**src/rtl/mem_bus_arbiter.sv**
```systemverilog
// Multi-source memory bus: round-robin arbitration into a request FIFO, tagged
// read-response routing back to requesters, per-source outstanding-read throttling.
module mem_bus_arbiter #(
  parameter int NUM_SOURCES     = 4,
  parameter int ADDR_WIDTH      = 32,
  parameter int PAYLOAD_WIDTH   = 64,
  parameter int DEPTH           = 4,
  parameter int MAX_OUTSTANDING = 2,
  localparam int SRC_W = (NUM_SOURCES > 1) ? $clog2(NUM_SOURCES) : 1,
  localparam int CNT_W = $clog2(MAX_OUTSTANDING + 1)
) (
  input  logic                                 clk,
  input  logic                                 reset,
  input  logic [NUM_SOURCES-1:0]               req_valid,
  output logic [NUM_SOURCES-1:0]               req_ready,
  input  logic [NUM_SOURCES-1:0]               req_write,
  input  logic [NUM_SOURCES*ADDR_WIDTH-1:0]    req_address,
  input  logic [NUM_SOURCES*PAYLOAD_WIDTH-1:0] req_payload,
  output logic                                 mem_req_valid,
  input  logic                                 mem_req_ready,
  output logic                                 mem_req_write,
  output logic [SRC_W-1:0]                     mem_req_source,
  output logic [ADDR_WIDTH-1:0]                mem_req_address,
  output logic [PAYLOAD_WIDTH-1:0]             mem_req_payload,
  input  logic                                 mem_rsp_valid,
  output logic                                 mem_rsp_ready,
  input  logic [SRC_W-1:0]                     mem_rsp_source,
  input  logic [PAYLOAD_WIDTH-1:0]             mem_rsp_payload,
  output logic [NUM_SOURCES-1:0]               rsp_valid,
  input  logic [NUM_SOURCES-1:0]               rsp_ready,
  output logic [PAYLOAD_WIDTH-1:0]             rsp_payload,
  output logic                                 protocol_error
);

  localparam int PTR_W = $clog2(DEPTH);

  logic                     fifo_write   [DEPTH];
  logic [SRC_W-1:0]         fifo_source  [DEPTH];
  logic [ADDR_WIDTH-1:0]    fifo_address [DEPTH];
  logic [PAYLOAD_WIDTH-1:0] fifo_payload [DEPTH];
  logic [PTR_W-1:0]         wr_ptr, rd_ptr;
  logic [PTR_W:0]           count;
  logic                     full, empty, push, pop;

  logic [CNT_W-1:0]       outstanding [NUM_SOURCES];
  logic [NUM_SOURCES-1:0] eligible, cnt_zero, inc, dec;
  logic [NUM_SOURCES-1:0] grant;
  logic [SRC_W-1:0]       rr_ptr, rr_next, gnt_idx;
  logic                   found;
  logic                   acc_write;
  logic [ADDR_WIDTH-1:0]  acc_address;
  logic [PAYLOAD_WIDTH-1:0] acc_payload;
  logic                   src_ok, src_zero, drop;

  assign full  = (count == (PTR_W+1)'(DEPTH));
  assign empty = (count == '0);

  for (genvar g = 0; g < NUM_SOURCES; g++) begin : g_src
    assign eligible[g]  = req_valid[g] & (req_write[g] | (outstanding[g] < CNT_W'(MAX_OUTSTANDING)));
    assign cnt_zero[g]  = (outstanding[g] == '0);
    assign rsp_valid[g] = mem_rsp_valid & ~drop & (mem_rsp_source == SRC_W'(g));
    assign inc[g]       = grant[g] & ~req_write[g];
    assign dec[g]       = rsp_valid[g] & rsp_ready[g];
  end

  // First eligible source at or after rr_ptr, wrapping; nothing granted while full.
  always_comb begin
    int unsigned idx;
    grant   = '0;
    gnt_idx = '0;
    found   = 1'b0;
    for (int unsigned k = 0; k < NUM_SOURCES; k++) begin
      idx = (32'(rr_ptr) + k) % 32'(NUM_SOURCES);
      if (!found && eligible[SRC_W'(idx)]) begin
        found   = 1'b1;
        gnt_idx = SRC_W'(idx);
      end
    end
    if (found && !full && !reset) grant[gnt_idx] = 1'b1;
  end

  assign req_ready   = grant;
  assign push        = |grant;
  assign rr_next     = SRC_W'((32'(gnt_idx) + 32'd1) % 32'(NUM_SOURCES));
  assign acc_write   = req_write[gnt_idx];
  assign acc_address = req_address[gnt_idx*ADDR_WIDTH +: ADDR_WIDTH];
  assign acc_payload = acc_write ? req_payload[gnt_idx*PAYLOAD_WIDTH +: PAYLOAD_WIDTH] : '0;

  assign mem_req_valid   = ~empty;
  assign pop             = mem_req_valid & mem_req_ready;
  assign mem_req_write   = fifo_write[rd_ptr];
  assign mem_req_source  = fifo_source[rd_ptr];
  assign mem_req_address = fifo_address[rd_ptr];
  assign mem_req_payload = fifo_payload[rd_ptr];

  // Responses with an unknown tag or no read in flight are swallowed and flagged.
  assign src_ok        = ({1'b0, mem_rsp_source} < (SRC_W+1)'(NUM_SOURCES));
  assign src_zero      = src_ok ? cnt_zero[mem_rsp_source] : 1'b1;
  assign drop          = mem_rsp_valid & (~src_ok | src_zero);
  assign mem_rsp_ready = (drop | ~src_ok) ? 1'b1 : rsp_ready[mem_rsp_source];
  assign rsp_payload   = mem_rsp_payload;

  always_ff @(posedge clk) begin
    if (push) begin
      fifo_write[wr_ptr]   <= acc_write;
      fifo_source[wr_ptr]  <= gnt_idx;
      fifo_address[wr_ptr] <= acc_address;
      fifo_payload[wr_ptr] <= acc_payload;
    end
  end

  always_ff @(posedge clk) begin
    if (reset) begin
      wr_ptr         <= '0;
      rd_ptr         <= '0;
      count          <= '0;
      rr_ptr         <= '0;
      protocol_error <= 1'b0;
      for (int unsigned i = 0; i < NUM_SOURCES; i++) outstanding[SRC_W'(i)] <= '0;
    end else begin
      if (push) begin
        wr_ptr <= wr_ptr + PTR_W'(1);
        rr_ptr <= rr_next;
      end
      if (pop) rd_ptr <= rd_ptr + PTR_W'(1);
      case ({push, pop})
        2'b10:   count <= count + (PTR_W+1)'(1);
        2'b01:   count <= count - (PTR_W+1)'(1);
        default: count <= count;
      endcase
      for (int unsigned i = 0; i < NUM_SOURCES; i++) begin
        if (inc[SRC_W'(i)] && !dec[SRC_W'(i)])
          outstanding[SRC_W'(i)] <= outstanding[SRC_W'(i)] + CNT_W'(1);
        else if (dec[SRC_W'(i)] && !inc[SRC_W'(i)])
          outstanding[SRC_W'(i)] <= outstanding[SRC_W'(i)] - CNT_W'(1);
      end
      if (drop) protocol_error <= 1'b1;
    end
  end

endmodule

```
**config.mk**
```make
export PLATFORM = sky130hd
export DESIGN_NAME = mem_bus_arbiter
export DESIGN_NICKNAME = d
export VERILOG_FILES = /design/src/rtl/mem_bus_arbiter.sv
export SDC_FILE = /design/constraint.sdc
export NUM_CORES = 1
export LEC_CHECK = 0
export BUFFER_PORTS_ARGS = -buffer_cell sky130_fd_sc_hd__buf_2
export CAP_MARGIN = 15
export CORE_AREA = 2 2 251 253
export CTS_BUF_LIST = sky130_fd_sc_hd__clkbuf_8
export CTS_CLUSTER_DIAMETER = 200
export DETAILED_ROUTE_END_ITERATION = 8
export DIE_AREA = 0 0 253 255
export PLACE_DENSITY = 0.57
export SETUP_SLACK_MARGIN = 0.2
export SYNTH_ARGS = -nofsm -noshare
export SYNTH_HDL_FRONTEND = slang
export SYNTH_SLANG_ARGS = --single-unit
```
**constraint.sdc**
```tcl
create_clock -name clk -period 10.8 [get_ports clk]
set_clock_uncertainty 0.2 [all_clocks]
set_input_delay 1.62 -clock clk [delete_from_list [all_inputs] [get_ports clk]]
set_output_delay 1.62 -clock clk [all_outputs]
set_load 0.01 [all_outputs]
```
==> results.json <==
{
  "avgSynthCellArea_um2": 14.9,
  "die_w_um": 253,
  "cts_setup_buffers": 0,
  "detail_route.iter0.violations": 926,
  "tightestPinTransition_ns": 1.20,
  "async_flop_share": 0,
  "clk_path_buf_depth": 3,
  "cp_cell_sequence": "buf_2, nand2b_1, a22oi_2, a211oi_4, nand2_8, nor3_1, buf_2",
  "core_region_area_um2": 62200,
  "cp-start-kind": "input pin",
  "nets": 2217,
  "vias": 13500,
  "worstPathRequired_ns": 8.98,
  "synth_cells": 1303,
  "clk_latency_ns": 0.62,
  "fmax_mhz": 179,
  "path_delay_family": "simple AND/OR/NAND/NOR gates",
  "layout_commonest_cell": "buf_2",
  "gr-usage-met2": 0.318,
  "synth-edff-count": 404,
  "detailed_place_hpwl_um": 38700,
  "grtUsageMet3": 0.0330,
  "track_usage": 0.178,
  "setup_tns_ns": 0,
  "grt_pass1_wl_um": 85200,
  "cp_max_fo": 110,
  "setup_ws_ns": 5.21,
  "globalRouteMet1Util": 0.208,
  "drc": 0,
  "yosys_warnings": 0,
  "grt_max_degree": 111,
  "leakage_nw": 8.81,
  "synth-seq-area-share": 0.638,
  "root_buffer": "clkbuf_8",
  "critPathKind": "in2out",
  "cts_num_sinks": 416,
  "cp_num_buf_inv": 2,
  "drt-total-wl_um": 59200,
  "antenna_found_initial": 7,
  "cts_buffers": 73,
  "drv_slew": 0,
  "cts_max_level": 3,
  "postRouteAntennaNets": 0,
  "initial_core_util": 0.312,
  "setup_viol": 0,
  "grt_pass1_vias": 13900,
  "slowest_delay_ns": 0.57,
  "cp-end-kind": "primary output",
  "io_pins": 640,
  "drv_cap": 0,
  "dr.pass1.iters": 5,
  "die-area_um2": 64500,
  "slowest_stage": "a211oi_4",
  "critPathArrivalTime_ns": 3.77,
  "synthDistinctLibCells": 61,
  "outcome": "complete, no violations",
  "fin_crit_sh": 0.517,
  "syn_nets": 1776,
  "synth_ff_type": "edfxtp_1",
  "syn_to_final_growth_pct": 21.6,
  "hp-class": "reg2reg",
  "final_cells": 2604,
  "relSlewSlack": 0.201,
  "placed_area_um2": 22200,
  "powerDensity_nw_per_um2": 232,
  "die_h_um": 255,
  "post-route-cell-area_um2": 23600,
  "row_count": 92,
  "crit_top_cell": "buf_2",
  "grt_overflow": 0,
  "cts_tree": "done",
  "routed_via_density": 5.17,
  "place_inst": 2468,
  "io_buffer_count": 511,
  "syn-cell-area_um2": 19400,
  "top_usage_layer": "met2",
  "wl_per_cell_um": 22.7,
  "cts.repair.resized": 0,
  "drive_gt1_frac": 0.441,
  "synth.ff_latch_count": 416,
  "ir_worst_vdd_mv": 0.0996,
  "finalHoldViolCount": 0,
  "final_cell_mix": "buf_2 (511), edfxtp_1 (404), nand2_1 (207)",
  "final_core_util": 0.379,
  "dp_slack_ns": 4.68,
  "cts_hold_buf": 0,
  "rsz0062_at_grt": "false",
  "finalCriticalPeriod_ns": 5.59,
  "place_congestion": 0.851,
  "clkTransAtPathRegs_ns": 0.06
}
-- path summary, 6_finish.rpt --
check / start / to / slack [ns] / cells past startpoint
min: protocol_error / protocol_error / 0.25 / 2
max reg2reg: outstanding[1][1] / fifo_payload[0][4] / 6.01 / 8
max: req_write[3] / req_ready[3] / 5.21 / 7
min reg2reg: protocol_error / protocol_error / 0.25 / 2
-- worst reg2reg max path, stage by stage (launching register included) --
cell and delay (ns):
edfxtp_1 0.45, nor2b_1 0.19, o2111a_1 0.27, a211oi_4 0.51
nand2_8 0.51, inv_6 0.65, buf_4 0.96, a21oi_1 0.26
a221oi_1 0.53
-- power by group --
group / internal [mW] / switching [mW]
combinational: 0.698 / 1.10
sequential: 2.20 / 0.0957
clock: 0.717 / 0.648
-- logic make-up (layout without fill, tap and decap cells) --
logic type,Yosys count,in the layout,synth area share
AOI/OAI and AO/OA,294,294,0.116
xor gates and xnor gates,8,8,0.00361
adders and majority gates,7,7,0.00490
buffers and inverters,179,676,0.0525
DFF,416,416,0.638
muxes,102,102,0.118
other,0,5,0
and+or+nand+nor,297,297,0.0669
-- through the flow --
stage / total power [mW] / hold WS (ns)
global route: 5.77 / 0.278
finish: 5.46 / 0.247
global placement: 4.13 / 0.239
CTS: 5.57 / 0.256
floorplan: 3.48 / 0.262
detailed placement: 4.18 / 0.245
-- Yosys cell counts (all sizes together) (2+ instances only) --
library cell  instances  share of area
nand2               209          0.041
or3                   6         0.0019
dfxtp                12          0.012
a32oi                 2         0.0013
xor2                  6         0.0027
a21oi               133          0.034
o21ai                 6         0.0017
a221oi               64          0.044
ha                    6         0.0039
and3                 33          0.011
mux4                101           0.12
buf                 115          0.040
a211oi               33          0.013
nor2                 17         0.0033
nor2b                 2        0.00065
inv                  18         0.0035
xnor2                 2        0.00090
a31oi                33          0.011
a32o                  3         0.0015
nand4                 2        0.00065
a21boi                2        0.00077
nor3                  6         0.0018
nand2b                4         0.0013
nand3                 5         0.0013
a22oi                 2         0.0010
edfxtp              404           0.63
o31ai                 4         0.0015
clkbuf               46         0.0089
and2                  8         0.0026
-- routing by layer --
layer	vias up	share of wire
met5	-	0
met4	0	0.038
met3	167	0.055
met2	482	0.52
met1	6830	0.39
li1	5987	-
-- final cells by class --
type,count,area [µm²]
fillers,5965,38600
flip-flops and latches,416,12400
well taps,799,1000
inverters,18,75.1
diodes,5,12.5
clock buffers,74,1020
multi-input cells,708,6050
clock inverters,57,340
repair buffers,527,2700
-- sequential cells by signal (all words and copies together), names as in the netlist, named ones only --
signal	flops
fifo_payload	256
rd_ptr	2
outstanding	8
fifo_source	8
rr_ptr	2
count	3
protocol_error	1
fifo_address	128
fifo_write	4
wr_ptr	2
(Power assumes the default switching activity.)
